$ cat src/rtl/wb_stage.sv
// Writeback stage: commits ALU/MEM slot results into the 8x32 register file,
// commits ALU flags, serves four bypassed read ports and counts retired writes.
module wb_stage #(
    parameter int unsigned NREGS = 8,
    parameter int unsigned DW    = 32
) (
    input  logic                     clk,
    input  logic                     reset,
    input  logic                     p4_alu_we,
    input  logic [$clog2(NREGS)-1:0] p4_alu_rd,
    input  logic [DW-1:0]            p4_alu_aluOut,
    input  logic                     p4_mem_we,
    input  logic [$clog2(NREGS)-1:0] p4_mem_rd,
    input  logic [DW-1:0]            p4_mem_memOut,
    input  logic                     p4_flag_we,
    input  logic                     p4_flag_z,
    input  logic                     p4_flag_n,
    input  logic                     p4_flag_c,
    input  logic                     p4_flag_v,
    input  logic [$clog2(NREGS)-1:0] rd_addr0,
    input  logic [$clog2(NREGS)-1:0] rd_addr1,
    input  logic [$clog2(NREGS)-1:0] rd_addr2,
    input  logic [$clog2(NREGS)-1:0] rd_addr3,
    output logic [DW-1:0]            rd_data0,
    output logic [DW-1:0]            rd_data1,
    output logic [DW-1:0]            rd_data2,
    output logic [DW-1:0]            rd_data3,
    output logic                     flag_z,
    output logic                     flag_n,
    output logic                     flag_c,
    output logic                     flag_v,
    output logic [31:0]              retired_count
);

    localparam int unsigned AW     = $clog2(NREGS);
    localparam int unsigned CW     = 32;
    localparam int unsigned NPORTS = 4;

    logic [DW-1:0] regs [NREGS];
    logic [3:0]    flag_q;
    logic          alu_commit;
    logic [1:0]    n_writes;
    logic [AW-1:0] rd_addr [NPORTS];
    logic [DW-1:0] rd_data [NPORTS];

    // MEM slot wins a same-destination conflict, so the ALU write is dropped
    always_comb begin
        alu_commit = p4_alu_we && !(p4_mem_we && (p4_alu_rd == p4_mem_rd));
        n_writes   = 2'(alu_commit) + 2'(p4_mem_we);
    end

    // Register file commit
    always_ff @(posedge clk or posedge reset) begin
        if (reset) begin
            for (int i = 0; i < int'(NREGS); i++) begin
                regs[i] <= '0;
            end
        end else begin
            if (alu_commit) begin
                regs[p4_alu_rd] <= p4_alu_aluOut;
            end
            if (p4_mem_we) begin
                regs[p4_mem_rd] <= p4_mem_memOut;
            end
        end
    end

    // Flag register {z,n,c,v}
    always_ff @(posedge clk or posedge reset) begin
        if (reset) begin
            flag_q <= '0;
        end else if (p4_flag_we) begin
            flag_q <= {p4_flag_z, p4_flag_n, p4_flag_c, p4_flag_v};
        end
    end

    // Retired-write counter, wraps modulo 2^32
    always_ff @(posedge clk or posedge reset) begin
        if (reset) begin
            retired_count <= '0;
        end else begin
            retired_count <= retired_count + CW'(n_writes);
        end
    end

    assign rd_addr[0] = rd_addr0;
    assign rd_addr[1] = rd_addr1;
    assign rd_addr[2] = rd_addr2;
    assign rd_addr[3] = rd_addr3;

    // Read ports: MEM bypass, then ALU bypass, then register file
    always_comb begin
        for (int p = 0; p < int'(NPORTS); p++) begin
            rd_data[p] = regs[rd_addr[p]];
            if (p4_mem_we && (p4_mem_rd == rd_addr[p])) begin
                rd_data[p] = p4_mem_memOut;
            end else if (p4_alu_we && (p4_alu_rd == rd_addr[p])) begin
                rd_data[p] = p4_alu_aluOut;
            end
        end
    end

    assign rd_data0 = rd_data[0];
    assign rd_data1 = rd_data[1];
    assign rd_data2 = rd_data[2];
    assign rd_data3 = rd_data[3];

    // Flag outputs bypass the incoming flags during a flag write
    always_comb begin
        {flag_z, flag_n, flag_c, flag_v} = flag_q;
        if (p4_flag_we) begin
            {flag_z, flag_n, flag_c, flag_v} = {p4_flag_z, p4_flag_n, p4_flag_c, p4_flag_v};
        end
    end

endmodule

$ cat config.mk
export PLATFORM = sky130hd
export DESIGN_NAME = wb_stage
export DESIGN_NICKNAME = d
export VERILOG_FILES = /design/src/rtl/wb_stage.sv
export SDC_FILE = /design/constraint.sdc
export NUM_CORES = 1
export LEC_CHECK = 0
export CAP_MARGIN = 20
export CORE_AREA = 2 2 300 184
export DETAILED_ROUTE_END_ITERATION = 8
export DIE_AREA = 0 0 302 186
export PLACE_DENSITY = 0.65
export REMOVE_ABC_BUFFERS = 1
export SLEW_MARGIN = 10
export SYNTH_ARGS = -nofsm -noshare
export SYNTH_HDL_FRONTEND = slang
export SYNTH_SLANG_ARGS = --single-unit
$ cat constraint.sdc
create_clock -name clk -period 15.76 [get_ports clk]
set_clock_uncertainty 0.1 [all_clocks]
set_input_delay 3.152 -clock clk [delete_from_list [all_inputs] [get_ports clk]]
set_output_delay 3.152 -clock clk [all_outputs]
set_load 0.02 [all_outputs]
# Word level (Yosys, flattened, before mapping)
# Cells that the tools add are included.
# Widths: inputs -> output; s select.
[classes]
order_cmp = 8
mux = 32
n_reduce_logical = 13
addsub = 2
bitwise = 6
eq_ne = 9
[op_table]
columns = ["operator", "count"]
rows = [
  ["$mux 32", 18],
  ["$bwmux 256", 2],
  ["$mux 256", 2],
  ["$bmux 32 s3", 4],
  ["$demux 32 s3", 2],
  ["$add 32x2->32", 1],
  ["$eq 3x3->1", 9],
  ["$ge 4x4->1 const B", 6],
  ["$not 3->4", 6],
  ["$logic_and 1x1->1", 12],
  ["$lt 4x1->1 const B", 2],
  ["$mux 1", 4],
  ["$add 1x1->2", 1],
  ["$logic_not 1->1", 1],
]
[word_totals]
out_inout_bits = 164
elab_cells = 80
ff_bits = 292

# Longest topological paths before layout
[logic_depth]
depth_word = 9
ltp_mapped = 10
mapped_depth_nobuf = 8

# Worst setup path before layout
# No wires, ideal clock.
[synth_timing]
path_kind = "input port to output port"
from = "input port rd_addr0[1]"
to = "output port rd_data0[15]"
setup_slack_ns = 7.708
path_stages = 6
t_arrival_ns = 4.800
cell_sequence = "buf_2 buf_2 mux4_2 nor2b_1 a211oi_1 o21ai_0"
[synth_between]
elab_chain_cells = 6
elab_cells_between_ends = 10
cone_classes = "2 x eq/ne; 5 x mux; 1 x bitwise; 2 x reduce/logical"
[synth_rtl]
columns = ["item", "line_no", "rtl"]
rows = [
  ["start: declaration", "20", "input logic [$clog2(NREGS)-1:0] rd_addr0,"],
  ["$not 3->4 (implied by the code)", "94", "rd_data[p] = regs[rd_addr[p]];"],
  ["$bmux 32 s3", "94", ""],
  ["$mux 32 (implied by the code) (2 in series)", "94", ""],
  ["$mux 32", "97", "end else if (p4_alu_we && (p4_alu_rd == rd_addr[p])) begin"],
  ["$mux 32 (*)", "95", "if (p4_mem_we && (p4_mem_rd == rd_addr[p])) begin"],
  ["end: declaration", "24", "output logic [DW-1:0] rd_data0,"],
]
# Every way passes the cells marked *; elsewhere a longest branch is shown, timed or not. The select of a mux whose other input is x is not followed.

# Worst setup path in the final report
[layout_timing]
from = "input port rd_addr0[1]"
to = "output port rd_data0[7]"
# Same word-level chain as after synthesis.

==> run summary <==
Type of destination of the critical path = primary output
Vias in the first global route = 23.42k
Flops & latches, synth = 292
Worst slack at placement = 5922 ps
Switching power = 1.196 mW
Number of standard-cell rows in the floorplan = 66
Top post-synthesis cells by area = sky130_fd_sc_hd__dfrtp_1 (31%), sky130_fd_sc_hd__mux4_2 (24%), sky130_fd_sc_hd__nand2_1 (10%), sky130_fd_sc_hd__a31oi_1 (6.7%), sky130_fd_sc_hd__o21ai_0 (5.4%)
Horizontal extent of the die = 302 um
Dominant cell type by area after synthesis = sky130_fd_sc_hd__dfrtp_1
Largest fanout of any net on the critical path = 36
Hpwl dp = 56,770 um
Number of top-level pins = 255
Via density = 7.056
Worst r2r path cells = 5
Post-synthesis area per instance = 8.838 sq um
Post-synth cell types = 33
TritonCTS clock tree = done
Type of the worst setup path = in2out
Tcrit/Tclk final = 63.02%
CTS max path bufs = 3
Core region area = 53,430 sq um
Count of cells resized by post-cts repair = 0
Endpoint required time on the critical path = 12,510 ps
Slack of the critical path = 5829 ps
Area of the mapped netlist = 23,810 sq um
Cts bufs inserted = 34
Insertion delay of the later-clocked pin in the worst-skew pair = 540 ps
Sequential element share of the synthesized area = 30.69%
Number of remaining DRC errors = 0
Routability-driven placement congestion ratio = 0.9025
Fin. max-slew vios = 0
Endpoint of the most critical setup path = rd_data0[7]
Sequential cell fraction of total power = 34.4%
Antenna violations before repair = 1
Sequential cell area = 7307 sq um
Post-CTS repair timing setup buffer count = 0
Minimum clock period = 9931 ps
Total negative slack = 0 ps
Largest vdd supply drop = 61.38 uV
Aggregate routed wire length = 102,600 um
Arrival time reported for the critical path endpoint = 6680 ps
Type of origin of the critical path = input pin
Static leakage = 10.37 nW
Sink Count = 292
Final setup violation count = 0
Final core utilization = 51.72%
Routed length per placed instance = 29.63 um
Headroom to the max-slew limit = 19.77%
R2R Path End = retired_count[29]$_DFF_PP0_
Fraction of power consumed by combinational cells = 39.1%
I/O Buffers = 254
Transition time at the pin with the least slew margin = 1203 ps
Reg clk slew, reported paths = 60 ps
Area fraction of the dominant cell type after synthesis = 30.69%
Switching part of the total power = 36.66%
Crit. Startpoint = rd_addr0[1]
Post-synthesis cell count = 2,694
Fraction of layout instances using a drive strength above 1 = 14.99%
Layout filler cell count = 4,736
Cell at the root of the clock tree = sky130_fd_sc_hd__clkbuf_16
Pin count of the biggest net entering global routing = 151
Overflow left after global routing = 0
Tot GR Track Use = 36.31%
Number of detailed-routing iterations run before antenna repair = 8
Remaining number of nets flagged by the antenna check after routing = 0
Initial core utilization = 44.56%
Final number of hold-violating endpoints = 0
Internal = 2.067 mW
Max_cap viols = 0
Global-route wire length before repair = 150,700 um
Floorplan die area = 56,170 sq um
R2R Path Start = retired_count[0]$_DFF_PP0_
Run status = finished clean
Register-to-register setup slack = 13,410 ps
Hold Crit Class = reg2reg
Hold-fix buffers at CTS = 0
Number of H-tree levels = 2
DR vias = 24.43k
YS warnings = 0
Post-synthesis to final-layout area growth = 16.05%
First-iteration detailed-routing DRC count = 3,964
Multi-input gate area in the final layout = 15,290 sq um
Setup repair after global routing missed its margin = false
Final-stage net count = 2,817
Max Fclk = 100.7 MHz
Proportion of power drawn by the clock network = 26.5%
Power density normalized to cell area = 118.1 nW/um^2
Height of the chip = 186 um
[power by group through the flow]
| stage | Combinational [mW] | Sequential [mW] | Clock [mW] |
|---|---|---|---|
| detailed placement | 1.25 | 1.12 | 0 |
| global placement | 1.23 | 1.10 | 0 |
| global route | 1.35 | 1.14 | 0.896 |
| floorplan | 0.765 | 1.06 | 0 |
| finish | 1.28 | 1.12 | 0.864 |
| CTS | 1.26 | 1.11 | 0.867 |
[per-stage QoR]
| step | hold slack [ps] | power (mW) | instance area (sq um) | instances |
|---|---|---|---|---|
| after detailed placement | 377.6 | 2.373 | 26430 | 3400 |
| final | 390.6 | 3.263 | 27630 | 3463 |
| after floorplan | 437.9 | 1.829 | 22480 | 2379 |
| after global routing | 395.1 | 3.389 | 27630 | 3462 |
| after global placement | 360.3 | 2.329 | 26410 | 3399 |
| after CTS | 389.5 | 3.236 | 27590 | 3460 |
[flip-flops by register name, indices dropped and copies added (netlist names)]
| name | count |
|---|---|
| retired_count | 32 |
| flag_q | 4 |
| regs | 256 |
[placed cells by master (no fill, tap or decap), types with 4 or more instances in the layout]
cell and count:
sky130_fd_sc_hd__clkbuf_16 37, sky130_fd_sc_hd__and4_1 16, sky130_fd_sc_hd__mux4_2 256, sky130_fd_sc_hd__o41a_2 8, sky130_fd_sc_hd__nor2_1 259, sky130_fd_sc_hd__xor2_1 4, sky130_fd_sc_hd__buf_2 4, sky130_fd_sc_hd__dfrtp_1 292
sky130_fd_sc_hd__clkbuf_8 6, sky130_fd_sc_hd__a31oi_1 256, sky130_fd_sc_hd__nor2b_1 131, sky130_fd_sc_hd__clkbuf_1 6, sky130_fd_sc_hd__buf_4 59, sky130_fd_sc_hd__nand3_2 4, sky130_fd_sc_hd__clkinv_2 7, sky130_fd_sc_hd__o41ai_4 8
sky130_fd_sc_hd__xnor2_1 50, sky130_fd_sc_hd__nand3_1 13, sky130_fd_sc_hd__clkdlybuf4s50_1 242, sky130_fd_sc_hd__nand4_1 19, sky130_fd_sc_hd__a211oi_1 128, sky130_fd_sc_hd__nand2_1 647, sky130_fd_sc_hd__mux2_2 4, sky130_fd_sc_hd__o21ai_0 256
[layout make-up]
type | count | area share (%)
Clock buffer | 49 | 3.731
Tap cell | 714 | 3.233
Timing Repair Buffer | 309 | 10.71
Sequential cell | 292 | 26.44
Clock inverter | 11 | 0.4800
Inverter | 3 | 0.06792
Multi-Input combinational cell | 2084 | 55.32
Antenna cell | 1 | 0.009056
[metal layers]
layer  vias up  wire [um]  GRT usage [%]
met1     11940      38040          48.74
met3       452      16290          12.83
li1       9861          -              -
met4         0       5035          16.81
met2      2180      43240          52.64
met5         -          0              0
[synth_stat cells]
| cell | n |
|---|---|
| sky130_fd_sc_hd__a211oi_1 | 128 |
| sky130_fd_sc_hd__a31oi_1 | 256 |
| sky130_fd_sc_hd__and2_1 | 3 |
| sky130_fd_sc_hd__and3_1 | 3 |
| sky130_fd_sc_hd__and4_1 | 16 |
| sky130_fd_sc_hd__and4b_1 | 3 |
| sky130_fd_sc_hd__buf_1 | 6 |
| sky130_fd_sc_hd__buf_2 | 50 |
| sky130_fd_sc_hd__buf_4 | 22 |
| sky130_fd_sc_hd__clkbuf_1 | 237 |
| sky130_fd_sc_hd__dfrtp_1 | 292 |
| sky130_fd_sc_hd__fa_1 | 1 |
| sky130_fd_sc_hd__ha_1 | 1 |
| sky130_fd_sc_hd__inv_1 | 2 |
| sky130_fd_sc_hd__inv_2 | 1 |
| sky130_fd_sc_hd__mux2_2 | 4 |
| sky130_fd_sc_hd__mux4_2 | 256 |
| sky130_fd_sc_hd__nand2_1 | 650 |
| sky130_fd_sc_hd__nand3_1 | 17 |
| sky130_fd_sc_hd__nand4_1 | 19 |
| sky130_fd_sc_hd__nor2_1 | 259 |
| sky130_fd_sc_hd__nor2b_1 | 131 |
| sky130_fd_sc_hd__nor4_2 | 2 |
| sky130_fd_sc_hd__nor4b_1 | 1 |
| sky130_fd_sc_hd__nor4bb_1 | 3 |
| sky130_fd_sc_hd__o21ai_0 | 256 |
| sky130_fd_sc_hd__o41a_1 | 1 |
| sky130_fd_sc_hd__o41a_2 | 8 |
| sky130_fd_sc_hd__o41ai_2 | 8 |
| sky130_fd_sc_hd__or2_2 | 1 |
| sky130_fd_sc_hd__xnor2_1 | 50 |
| sky130_fd_sc_hd__xor2_1 | 4 |
| sky130_fd_sc_hd__xor2_2 | 3 |
[worst min path at each step]
stage / to / cells past startpoint / startpoint
2_1_floorplan: regs[191]$_DFF_PP0_ / 2 / regs[191]$_DFF_PP0_
3_3_place_gp: retired_count[31]$_DFF_PP0_ / 1 / retired_count[31]$_DFF_PP0_
3_5_place_dp: retired_count[31]$_DFF_PP0_ / 1 / retired_count[31]$_DFF_PP0_
4_1_cts: retired_count[31]$_DFF_PP0_ / 1 / retired_count[31]$_DFF_PP0_
5_1_grt: retired_count[31]$_DFF_PP0_ / 1 / retired_count[31]$_DFF_PP0_
6_report: retired_count[31]$_DFF_PP0_ / 1 / retired_count[31]$_DFF_PP0_
[worst max-delay path, cell delays in order]
cell and delay (ps):
sky130_fd_sc_hd__buf_4 650, sky130_fd_sc_hd__buf_4 730, sky130_fd_sc_hd__mux4_2 580, sky130_fd_sc_hd__nor2b_1 140, sky130_fd_sc_hd__a211oi_1 610, sky130_fd_sc_hd__o21ai_0 200, sky130_fd_sc_hd__clkdlybuf4s50_1 570
[cell families after synthesis]
group	synth area share, %
xor gates and xnor gates	2.191
DFF	30.69
buffers and inverters	5.623
and+or+nand+nor	19.80
adders and majority gates	0.1366
muxes	24.40
AOI/OAI and AO/OA	17.16
Power figures use the tool's default switching activity.
